**config.mk**
```make
export PLATFORM = sky130hd
export DESIGN_NAME = serial_digit_sub
export DESIGN_NICKNAME = d
export VERILOG_FILES = /design/src/rtl/serial_digit_sub.sv
export SDC_FILE = /design/constraint.sdc
export NUM_CORES = 1
export LEC_CHECK = 0
export ABC_CLOCK_PERIOD_IN_PS = 2000
export CAP_MARGIN = 20
export CORE_MARGIN = 10
export CORE_UTILIZATION = 32
export DETAILED_ROUTE_END_ITERATION = 8
export PLACE_DENSITY = 0.57
export SLEW_MARGIN = 10
export SYNTH_ARGS = -nofsm -noshare
export SYNTH_HDL_FRONTEND = slang
export SYNTH_SLANG_ARGS = --single-unit
```
**constraint.sdc**
```tcl
create_clock -name clk -period 2 [get_ports clk]
set_input_delay 0.6 -clock clk [delete_from_list [all_inputs] [get_ports clk]]
set_output_delay 0.6 -clock clk [all_outputs]
set_load 0.03 [all_outputs]
```
**src/rtl/serial_digit_sub.sv**
```systemverilog
// serial_digit_sub: digit-serial subtractor, diff = x - y - bin (mod 2^WIDTH).
// Each clock it retires one 2-bit digit, LSB digit first, through a single
// 2-bit borrow cell. An operation takes STEPS = WIDTH/2 RUN cycles.
//
// Ports:
//   clk        clock, rising edge
//   rst        synchronous active-high reset
//   in_valid   producer presents an operand set
//   in_ready   block can accept (IDLE and not in reset)
//   in_x       minuend
//   in_y       subtrahend
//   in_bin     borrow-in
//   out_valid  result available (held until out_ready)
//   out_ready  consumer accepts result
//   out_diff   difference, modulo 2^WIDTH
//   out_bout   borrow-out, 1 iff x < y + bin
module serial_digit_sub #(
  parameter int WIDTH = 8
) (
  input  logic             clk,
  input  logic             rst,
  input  logic             in_valid,
  output logic             in_ready,
  input  logic [WIDTH-1:0] in_x,
  input  logic [WIDTH-1:0] in_y,
  input  logic             in_bin,
  output logic             out_valid,
  input  logic             out_ready,
  output logic [WIDTH-1:0] out_diff,
  output logic             out_bout
);

  localparam int STEPS = WIDTH / 2;
  localparam int CW    = (STEPS > 1) ? $clog2(STEPS) : 1;
  localparam logic [CW-1:0] LAST = CW'(STEPS - 1);

  typedef enum logic [1:0] {IDLE, RUN, DONE} state_t;

  state_t           r_state, w_state_nxt;
  logic [WIDTH-1:0] r_x_sr, r_y_sr;
  logic [CW-1:0]    r_cnt;
  logic             r_br;
  logic [2:0]       w_t;
  logic [WIDTH-1:0] w_word;
  logic             w_accept, w_step, w_last;

  assign in_ready = (r_state == IDLE) & ~rst;
  assign w_accept = in_valid & in_ready;
  assign w_step   = (r_state == RUN);
  assign w_last   = w_step & (r_cnt == LAST);

  // 2-bit borrow cell: t[2] is the borrow out of this digit.
  assign w_t = {1'b0, r_x_sr[1:0]} - {1'b0, r_y_sr[1:0]} - {2'b00, r_br};

  // Result shift register holds only the already-finished digits; the digit
  // computed in the final RUN cycle is concatenated on top directly.
  generate
    if (WIDTH >= 6) begin : g_res_wide
      logic [WIDTH-1:2] r_res_sr;
      always_ff @(posedge clk) begin
        if (rst)         r_res_sr <= '0;
        else if (w_step) r_res_sr <= {w_t[1:0], r_res_sr[WIDTH-1:4]};
      end
      assign w_word = {w_t[1:0], r_res_sr};
    end else if (WIDTH == 4) begin : g_res_4
      logic [1:0] r_res_sr;
      always_ff @(posedge clk) begin
        if (rst)         r_res_sr <= '0;
        else if (w_step) r_res_sr <= w_t[1:0];
      end
      assign w_word = {w_t[1:0], r_res_sr};
    end else begin : g_res_2
      assign w_word = w_t[1:0];
    end
  endgenerate

  always_comb begin
    w_state_nxt = r_state;
    case (r_state)
      IDLE:    if (w_accept) w_state_nxt = RUN;
      RUN:     if (w_last) w_state_nxt = DONE;
      DONE:    if (out_ready) w_state_nxt = IDLE;
      default: w_state_nxt = IDLE;
    endcase
  end

  always_ff @(posedge clk) begin
    if (rst) r_state <= IDLE;
    else     r_state <= w_state_nxt;
  end

  always_ff @(posedge clk) begin
    if (rst) begin
      r_x_sr    <= '0;
      r_y_sr    <= '0;
      r_cnt     <= '0;
      r_br      <= 1'b0;
      out_valid <= 1'b0;
      out_diff  <= '0;
      out_bout  <= 1'b0;
    end else begin
      if (w_accept) begin
        r_x_sr <= in_x;
        r_y_sr <= in_y;
        r_br   <= in_bin;
        r_cnt  <= '0;
      end else if (w_step) begin
        r_x_sr <= r_x_sr >> 2;
        r_y_sr <= r_y_sr >> 2;
        r_br   <= w_t[2];
        r_cnt  <= r_cnt + CW'(1);
      end
      if (w_last) begin
        out_diff  <= w_word;
        out_bout  <= w_t[2];
        out_valid <= 1'b1;
      end else if (r_state == DONE && out_ready) begin
        out_valid <= 1'b0;
      end
    end
  end

endmodule

```
After elaboration in Yosys (flattened, before gate mapping)

Cells that the tools add are included.

Flip-flop bits (word level): 37
Input bits: 21
Word-level logic and storage cells: 40

$add $sub $neg: 3
Equality and inequality tests: 6
Mux-type cells: 12
Bitwise operators: 4
Reduce and logical (&&, ||, !) cells: 6

Operators by type and width:

| kind                  | number |
|---|---|
| $mux W8               | 4 |
| $mux W2               | 3 |
| $pmux W2 S3           | 1 |
| $eq A2 B2 Y1 const B  | 2 |
| $mux W1               | 4 |
| $ne A2 B2 Y1 const B  | 2 |
| $reduce_bool A2 Y1    | 2 |
| $and A1 B1 Y1         | 3 |
| $reduce_and A3 Y1     | 1 |
| $sub A2 B2 Y3         | 1 |
| $sub A3 B1 Y3         | 1 |
| $add A2 B1 Y2 const B | 1 |
| $eq A2 B1 Y1 const B  | 1 |
| $logic_not A2 Y1      | 1 |
| $ne A2 B1 Y1 const B  | 1 |
| $reduce_or A2 Y1      | 1 |
| $logic_and A1 B1 Y1   | 1 |
| $not A1 Y1            | 1 |

Depth between registers and ports, before layout

Gate-level depths: netlist of run 1.

Word-level depth: 5
Gate-level depth with buffers: 8

Worst setup path before layout of run 1

OpenSTA, ideal clock, no wires.

Path type: input -> output
Start: in rst
End: out in_ready
Data arrival time: 1.648 ns
Required time: 1.400 ns
Path slack: -0.248 ns
Stages on the path: 3
Cells stage by stage: clkbuf_1 > buf_1 > nor3_1

Word-level cells in the longest chain between the ends: 2

RTL lines:

| what               | RTL line | source |
|---|---|---|
| start: declaration | 21       | `input logic rst,` |
| $not A1 Y1         | 47       | `assign in_ready = (r_state == IDLE) & ~rst;` |
| $and A1 B1 Y1      | 47       |  |
| end: declaration   | 23       | `output logic in_ready,` |

No other way between the ends.

Worst setup path in the final report of run 1

Start: reg r_x_sr[0]
End: reg out_diff[7]

Word-level cells in the longest chain between the ends: 2

RTL lines:

| what                     | RTL line | source |
|---|---|---|
| start: declaration       | 40       | `logic [WIDTH-1:0] r_x_sr, r_y_sr;` |
| start signal: assignment | 103      | `r_x_sr <= in_x;` |
| start signal: assignment | 108      | `r_x_sr <= r_x_sr >> 2;` |
| $sub A2 B2 Y3            | 53       | `assign w_t = {1'b0, r_x_sr[1:0]} - {1'b0, r_y_sr[1:0]} - {2'b00, r_br};` |
| $sub A3 B1 Y3            | 53       |  |
| named net w_t[1]         | 43       | `logic [2:0] w_t;` |
| end signal: assignment   | 114      | `out_diff <= w_word;` |
| end: declaration         | 29       | `output logic [WIDTH-1:0] out_diff,` |

The timed path passes the listed nets, and every way through them passes these cells.
A chain may end at the register's enable or synchronous reset.

==> impl_metrics.json, run 1 <==
{
  "async_flop_share_pct": 0,
  "h-tree-depth": 2,
  "arrival_ns": 2.31,
  "dp_hpwl_um": 2390,
  "synth_top_area_share_pct": 46.3,
  "syn_inst": 188,
  "worst-path-max-fanout": 2,
  "cts_tree": "done",
  "total_power_mw": 1.53,
  "insertion_delay_ns": 0.29,
  "pwr_density_cell_nw_per_um2": 730,
  "n_antenna_cell": 0,
  "drive_gt1_share_pct": 16.6,
  "status": "finished, violations left",
  "synth_commonest_cells": "nand2_1 (40), dfxtp_1 (37), a21oi_1 (30)",
  "drc": 0,
  "grt_pass1_vias": 1366,
  "grt_pass1_wl_um": 5970,
  "syn_nets": 214,
  "min_period_ns": 2.08,
  "instances_no_fill": 290,
  "placementRows": 25,
  "worstSetupPathType": "reg2reg",
  "ys_types": 27,
  "synth_seq_area_share_pct": 46.3,
  "cts_inserted_buffers": 5,
  "clkSlewWorstSetupHoldPaths_ns": 0.07,
  "ios": 32,
  "start_util_pct": 33.5,
  "leakage_nw": 0.731,
  "routed_via_density": 4.61,
  "timing.slew.headroom_pct": 71.8,
  "hold_violations": 0,
  "skew_ns": 0.00561,
  "synth_enable_flop_cells": 0,
  "ys.flop_type": "dfxtp_1",
  "multi_input_comb_area_um2": 785,
  "portBuffers": 31,
  "grt-ovfl-total": 0,
  "die_h_um": 90.7,
  "slowest_delay_ns": 0.56,
  "dr.pass1.iters": 4,
  "layout_setup_ws_ns": -0.0768,
  "min_path_type": "reg2reg",
  "clock_path_buffers": 2,
  "failed_checks": "negative setup slack",
  "cap_viol_max_count": 0,
  "clkSinkCount": 37,
  "yosys_register_bits": 37,
  "area_growth_syn_to_layout_pct": 30.9,
  "antenna_found_initial": 0,
  "end_kind": "flop",
  "layout.nets": 248,
  "coreArea_um2": 4790,
  "post-synth-top-count-cell": "nand2_1",
  "cp_cell_sequence": "fa_1 -> inv_1 -> ha_2 -> or2_4 -> fa_2 -> nand2_2 -> a21oi_2",
  "syn_avg_cell_area_um2": 8.52,
  "placed_cells": 281,
  "final-setup-viol-count": 2,
  "synth_top_cell_by_area": "dfxtp_1",
  "fmax_ghz": 0.482,
  "grt_usage_pct": 8.54,
  "fin_util_pct": 43.8,
  "cp_slowest_cell": "fa_1",
  "die_w_um": 90.7,
  "ctsHoldBuffers": 0,
  "drtIter0Drc": 58,
  "fin_setup_tns_ns": -0.142,
  "start_kind": "flop",
  "vdd_ir_drop_max_uv": 336,
  "cts_root_buf": "clkbuf_8",
  "ys_warn_count": 0,
  "required_ns": 2.23,
  "wl_per_cell_um": 11.9,
  "fillCellCount": 504,
  "vias": 1338,
  "gp_congestion": 0.690,
  "seqCellArea_um2": 743,
  "layout_worst_path_cycle_share_pct": 104,
  "synth.area.top_cells": "dfxtp_1 (46%), a21oi_1 (9.4%), nand2_1 (9.4%)",
  "postRouteWirelength_um": 3440,
  "die_area_um2": 8230,
  "worst_pin_slew_ns": 0.423,
  "syn-cell-area_um2": 1600,
  "drv_slew": 0,
  "drtAntennaViolNets": 0,
  "grt_max_degree": 30,
  "holdWs_ns": 0.454,
  "rsz0062_at_grt": "true"
}
## layout by cell type, fill, tap and decap left out, types with 2 or more instances in the layout
master,Yosys,final
dfxtp_2,0,2
buf_4,0,12
dfxtp_1,37,35
clkdlybuf4s50_1,0,29
nand2_1,40,39
mux2i_1,2,2
ha_1,3,2
xnor2_1,2,2
nor3_1,3,2
nor2_1,14,14
clkbuf_1,5,3
inv_1,4,3
nand2b_1,2,2
a211oi_1,15,15
nor2_2,6,6
clkbuf_8,0,5
nand3_2,4,4
a21oi_1,30,29
## layer usage
metal	vias to the layer above	share of wire [%]	global-route usage, %
li1	704	-	-
met1	600	51	10.1
met2	30	42	13.2
met3	4	6.6	4.57
met4	0	0.84	1.99
met5	-	0	0
## per-stage QoR
| stage | setup slack (ns) | cell area (um^2) |
|---|---|---|
| finish | -0.0768 | 2100 |
| global route | -0.185 | 2100 |
| CTS | -0.0746 | 2090 |
| detailed placement | -0.0907 | 2000 |
| global placement | -0.0794 | 2000 |
| floorplan | -0.0196 | 1610 |
## state kept, by name, summed over array words and instances (netlist names)
name	cells
g_res_wide.r_res_sr	6
out_bout	1
r_y_sr	8
out_valid	1
out_diff	8
r_x_sr	8
r_state	2
r_br	1
r_cnt	2
## worst paths after layout
path	from	end	slack, ns	cells past startpoint
worst max register to register	r_x_sr[0]	out_diff[7]	-0.08	7
worst min register to register	out_diff[3]	out_diff[3]	0.45	2
worst min-delay path	out_diff[3]	out_diff[3]	0.45	2
worst max-delay path	r_x_sr[0]	out_diff[7]	-0.08	7
## area by class of cell
class | count | area share (%)
tap | 67 | 4.00
sequential | 37 | 35.5
inverter | 4 | 0.716
timing repair buffer | 42 | 18.6
multi-input combinational | 132 | 37.4
clock buffer | 8 | 3.82
## kinds of logic after synthesis
kind of cell	share of synthesized area, %
flip-flops	46.2
adder cells (fa/ha/maj)	4.84
XOR/XNOR	1.09
AND/OR/NAND/NOR	22.6
AO/OA/AOI/OAI	18.0
multiplexers	1.25
buffers and inverters	5.94
## critical path, delay by kind of cell (launching register included)
kind / cells / cell delay [ns]
adder cells (fa/ha/maj): 3 / 1.25
flip-flops: 1 / 0.33
AND/OR/NAND/NOR: 2 / 0.27
AO/OA/AOI/OAI: 1 / 0.12
buffers and inverters: 1 / 0.05
## power breakdown
group	leakage, nW	internal [mW]	total (mW)	switching [mW]
Clock	0.0395	0.248	0.503	0.255
Sequential	0.302	0.772	0.796	0.0242
Combinational	0.389	0.117	0.231	0.114
Total	0.731	1.14	1.53	0.393
## repair_timing
action / CTS / global route
pin swaps: 6 / 1
buffers inserted: 1 / 0
gates cloned: 0 / 0
setup endpoints to repair: 5 / 4
resized for setup: 4 / 2
(Power assumes the default switching activity.)
==> inputs of run 2 (changes only) <==
--- a/config.mk
+++ b/config.mk
@@ -11,6 +11,7 @@
 export CORE_UTILIZATION = 32
 export DETAILED_ROUTE_END_ITERATION = 8
 export PLACE_DENSITY = 0.57
+export SETUP_SLACK_MARGIN = 0.5
 export SLEW_MARGIN = 10
 export SYNTH_ARGS = -nofsm -noshare
 export SYNTH_HDL_FRONTEND = slang
==> run 2 against run 1 <==
Net effect:
- the run still ends with negative setup slack left
- largest cell class unchanged
- sequential share of layout area increased by 0.29 points
- via count increased by 3.0%
- wire length increased by 12%
- utilization decreased by 0.13 points
- power increased by 10%
- critical path depth unchanged
==> impl_metrics.json, run 2 (synthesis gave the netlist of run 1 again) <==
{
  "status": "finished, violations left",
  "failed_checks": "negative setup slack",
  "cts_inserted_buffers": 5,
  "required_ns": 2.23,
  "placementRows": 25,
  "wl_per_cell_um": 13.5,
  "vdd_ir_drop_max_uv": 382,
  "layout_common_cells": "nand2_1 (40), dfxtp_1 (32), a21oi_1 (29)",
  "portBuffers": 31,
  "clkPwrFrac_pct": 38.4,
  "seqPwrFrac_pct": 47.5,
  "reg2reg_slack_ns": -0.06,
  "grt_pass1_wl_um": 6380,
  "switchingPower_mw": 0.419,
  "arrival_ns": 2.29,
  "insertion_delay_ns": 0.29,
  "n_antenna_cell": 0,
  "clock_path_buffers": 2,
  "cap_viol_max_count": 0,
  "final-setup-viol-count": 3,
  "dp_slack_ns": -0.120,
  "placed_area_um2": 1990,
  "die_w_um": 90.7,
  "layout.nets": 245,
  "dp_hpwl_um": 2570,
  "antenna_found_initial": 0,
  "grt_usage_pct": 9.15,
  "drtAntennaViolNets": 0,
  "ios": 32,
  "dr.pass1.iters": 4,
  "h-tree-depth": 2,
  "start_util_pct": 33.5,
  "vias": 1378,
  "end_kind": "flop",
  "coreArea_um2": 4790,
  "postRouteWirelength_um": 3870,
  "rsz0062_at_grt": "true",
  "swShare_pct": 24.9,
  "min_path_type": "reg2reg",
  "start_kind": "flop",
  "drive_gt1_share_pct": 24.1,
  "leakage_nw": 0.764,
  "grt_max_degree": 26,
  "gp_congestion": 0.727,
  "layout_setup_ws_ns": -0.0639,
  "worstSetupPathType": "reg2reg",
  "die_area_um2": 8230,
  "largestRegisters": "out_diff x8, r_x_sr x8, r_y_sr x8",
  "layout_worst_path_cycle_share_pct": 103,
  "grt_pass1_vias": 1374,
  "cts_setup_buffers": 0,
  "drv_slew": 0,
  "holdWs_ns": 0.448,
  "timing.slew.headroom_pct": 76.6,
  "hold_violations": 0,
  "drc": 0,
  "clkSinkCount": 37,
  "worst-path-max-fanout": 2,
  "finalInstanceArea_um2": 2090,
  "drtIter0Drc": 71,
  "cts_tree": "done",
  "min_period_ns": 2.06,
  "pwr_density_cell_nw_per_um2": 805,
  "internal_power_mw": 1.26,
  "skew_ns": 0.00752,
  "grt-ovfl-total": 0,
  "ctsHoldBuffers": 0,
  "cp-startpoint": "r_x_sr[0]",
  "r2r_start": "r_x_sr[0]",
  "routed_via_density": 4.80,
  "worstHoldStart": "r_y_sr[2]",
  "cts_root_buf": "clkbuf_8",
  "combPwrFrac_pct": 14.1,
  "worst_pin_slew_ns": 0.349,
  "die_h_um": 90.7,
  "layout_commonest_cell": "nand2_1",
  "area_growth_syn_to_layout_pct": 30.5,
  "fmax_ghz": 0.485,
  "clkSlewWorstSetupHoldPaths_ns": 0.08
}
==> run 2: cell types whose count changed in the layout (fill, tap and decap cells not counted), sizes merged <==
cell           change
buf                +7
bufinv             +1
clkbuf             -1
clkdlybuf4s50     -11
clkinv             +1
dlygate4sd2        -1
or4b               +1
==> run 2: repair_timing <==
action | 4_1_cts | 5_1_grt
resized for setup | 58 | 14
pin swaps | 3 | 2
cloned | 0 | 2
setup endpoints to repair | 36 | 21
endpoints found under the hold margin | 0 | 0
==> run 2: final timing paths <==
path / endpoint / cells past startpoint
max: g_res_wide.r_res_sr[7] / 7
min: r_y_sr[0] / 2
max reg2reg: g_res_wide.r_res_sr[7] / 7
min reg2reg: r_y_sr[0] / 2
==> run 2: worst max-delay path: stages (launching register included) <==
cell and delay (ns):
dfxtp_2 0.34, fa_1 0.56, inv_1 0.05, ha_2 0.15
or2_4 0.22, fa_1 0.50, nand2_1 0.05, a21oi_1 0.14
==> run 2: per-layer routing <==
layer | share of wire [%] | routed length, um | up-vias | track usage, %
met5 | 0 | 0 | - | 0
met4 | 0.78 | 30 | 0 | 1.99
met3 | 5.1 | 198 | 4 | 3.66
met2 | 44 | 1690 | 26 | 14.7
met1 | 50 | 1940 | 647 | 11.1
li1 | - | - | 701 | -
==> run 2: metrics by stage <==
| step | total power, mW | TNS, ns | utilization [%] | std cells |
|---|---|---|---|---|
| 6_report | 1.68 | -0.145 | 43.7 | 287 |
| 5_1_grt | 1.77 | -0.483 | 43.7 | 287 |
| 4_1_cts | 1.69 | -0.171 | 42.7 | 285 |
| 3_5_place_dp | 1.04 | -1.80 | 41.5 | 277 |
| 3_3_place_gp | 1.04 | -1.83 | 41.5 | 277 |
| 2_1_floorplan | 0.959 | -0.0191 | - | 188 |
==> run 2: final cells by class <==
cell class | count | area (um^2)
Inverter | 4 | 15.0
Clock buffer | 6 | 72.6
Multi-Input combinational cell | 133 | 812
Fill cell | 485 | 2700
Timing Repair Buffer | 38 | 320
Sequential cell | 37 | 747
Tap cell | 67 | 83.8
Clock inverter | 2 | 38.8
==> run 2: power groups by stage <==
stage	registers [mW]	clock network [mW]	logic (mW)
after floorplan	0.806	0	0.153
after global placement	0.813	0	0.232
after detailed placement	0.813	0	0.232
after CTS	0.796	0.662	0.232
after global routing	0.805	0.700	0.267
final	0.799	0.646	0.237
==> inputs of run 3 (changes only) <==
--- a/config.mk
+++ b/config.mk
@@ -8,9 +8,9 @@
 export ABC_CLOCK_PERIOD_IN_PS = 2000
 export CAP_MARGIN = 20
 export CORE_MARGIN = 10
-export CORE_UTILIZATION = 32
+export CORE_UTILIZATION = 45
 export DETAILED_ROUTE_END_ITERATION = 8
-export PLACE_DENSITY = 0.57
+export PLACE_DENSITY = 0.75
 export SETUP_SLACK_MARGIN = 0.5
 export SLEW_MARGIN = 10
 export SYNTH_ARGS = -nofsm -noshare
==> run 3 against run 2 <==
Net effect:
- the run still ends with negative setup slack left
- via count is 1.2% lower
- design area is 1.5% lower
- critical path depth is 1 higher
- setup slack worse by 0.075 ns
- utilization is 17 points higher
- critical path type unchanged
- critical endpoint unchanged
==> impl_metrics.json, run 3 (synthesis gave the netlist of run 1 again) <==
{
  "largestRegisters": "out_diff x8, r_x_sr x8, r_y_sr x8",
  "area_growth_syn_to_layout_pct": 28.5,
  "grt_pass1_wl_um": 5920,
  "layout_setup_ws_ns": -0.138,
  "start_kind": "flop",
  "fmax_ghz": 0.468,
  "ios": 32,
  "timing.slew.headroom_pct": 72.5,
  "worst_pin_slew_ns": 0.412,
  "routed_via_density": 5.12,
  "worst-path-max-fanout": 2,
  "portBuffers": 31,
  "dp_slack_ns": -0.132,
  "postRouteWirelength_um": 3510,
  "vias": 1362,
  "start_util_pct": 47.2,
  "clkSinkCount": 37,
  "ctsHoldBuffers": 0,
  "reg2reg_slack_ns": -0.14,
  "n_antenna_cell": 0,
  "hold_violations": 0,
  "cap_viol_max_count": 0,
  "die_w_um": 79.7,
  "layout_worst_path_cycle_share_pct": 107,
  "h-tree-depth": 2,
  "grt-ovfl-total": 0,
  "drtAntennaViolNets": 0,
  "holdWs_ns": 0.454,
  "skew_ns": 0.0116,
  "final-setup-viol-count": 3,
  "required_ns": 2.28,
  "antenna_found_initial": 0,
  "failed_checks": "negative setup slack",
  "insertion_delay_ns": 0.35,
  "grt_usage_pct": 11.6,
  "min_path_type": "reg2reg",
  "fin_util_pct": 60.7,
  "cts_tree": "done",
  "status": "finished, violations left",
  "fillCellCount": 302,
  "die_h_um": 79.7,
  "clkSlewWorstSetupHoldPaths_ns": 0.12,
  "rsz0062_at_grt": "true",
  "grt_pass1_vias": 1355,
  "drtIter0Drc": 75,
  "arrival_ns": 2.42,
  "layout.nets": 245,
  "end_kind": "flop",
  "layout_commonest_cell": "nand2_1",
  "gp_congestion": 0.724,
  "pwr_density_cell_nw_per_um2": 765,
  "worstSetupPathType": "reg2reg",
  "drive_gt1_share_pct": 25.5,
  "cts_inserted_buffers": 5,
  "wl_per_cell_um": 13.2,
  "drc": 0,
  "dp_hpwl_um": 2350,
  "drv_slew": 0,
  "leakage_nw": 0.749,
  "die_area_um2": 6340,
  "clock_path_buffers": 2,
  "dr.pass1.iters": 4,
  "grt_max_degree": 23,
  "vdd_ir_drop_max_uv": 370,
  "cts_root_buf": "clkbuf_4",
  "min_period_ns": 2.14,
  "layout_common_cells": "nand2_1 (40), a21oi_1 (29), dfxtp_1 (28)",
  "coreArea_um2": 3390,
  "placementRows": 21
}
[run 3: per-stage QoR]
step,total power [mW],TNS [ns],cell area (um^2),std cells
2_1_floorplan,0.959,-0.0191,1630,188
3_3_place_gp,1.03,-1.20,1950,257
3_5_place_dp,1.04,-1.33,1950,257
4_1_cts,1.58,-0.409,2020,265
5_1_grt,1.66,-0.647,2060,266
6_report,1.57,-0.285,2060,266
[run 3: power breakdown]
| group | internal, mW | switching (mW) | total [mW] |
|---|---|---|---|
| clock network | 0.297 | 0.249 | 0.546 |
| logic | 0.115 | 0.117 | 0.232 |
| registers | 0.772 | 0.0245 | 0.796 |
| total | 1.18 | 0.390 | 1.57 |
[run 3: worst paths after layout]
kind / startpoint / end / cells after the start
worst max-delay path: r_y_sr[0] / g_res_wide.r_res_sr[7] / 8
worst min-delay path: g_res_wide.r_res_sr[2] / out_diff[0] / 2
worst max register to register: r_y_sr[0] / g_res_wide.r_res_sr[7] / 8
worst min register to register: g_res_wide.r_res_sr[2] / out_diff[0] / 2
[run 3: area by class of cell]
class,count,area [um^2],share of cell area (%)
well taps,46,57.6,2.80
inverters,4,15.0,0.729
repair buffers,39,354,17.2
clock buffers,6,51.3,2.49
clock inverters,2,37.5,1.82
flip-flops and latches,37,754,36.7
multi-input cells,132,788,38.3
[run 3: layer usage]
layer	up-vias	track usage, %	routed length (um)
met3	7	4.05	146
li1	694	-	-
met2	21	19.3	1650
met5	-	0	0
met4	0	5.38	66
met1	640	12.9	1640
[run 3: worst max-delay path, stage by stage, from the launching register on]
cell     delay [ns]
dfxtp_2        0.35
inv_2          0.04
fa_1           0.52
inv_1          0.05
ha_2           0.16
or2_4          0.22
fa_2           0.53
nand2_1        0.06
a21oi_2        0.13
[run 3: timing repair]
action,in CTS,in global routing
setup endpoints to repair,36,17
setup buffers,0,1
pin swaps,3,3
gates resized for setup,68,19
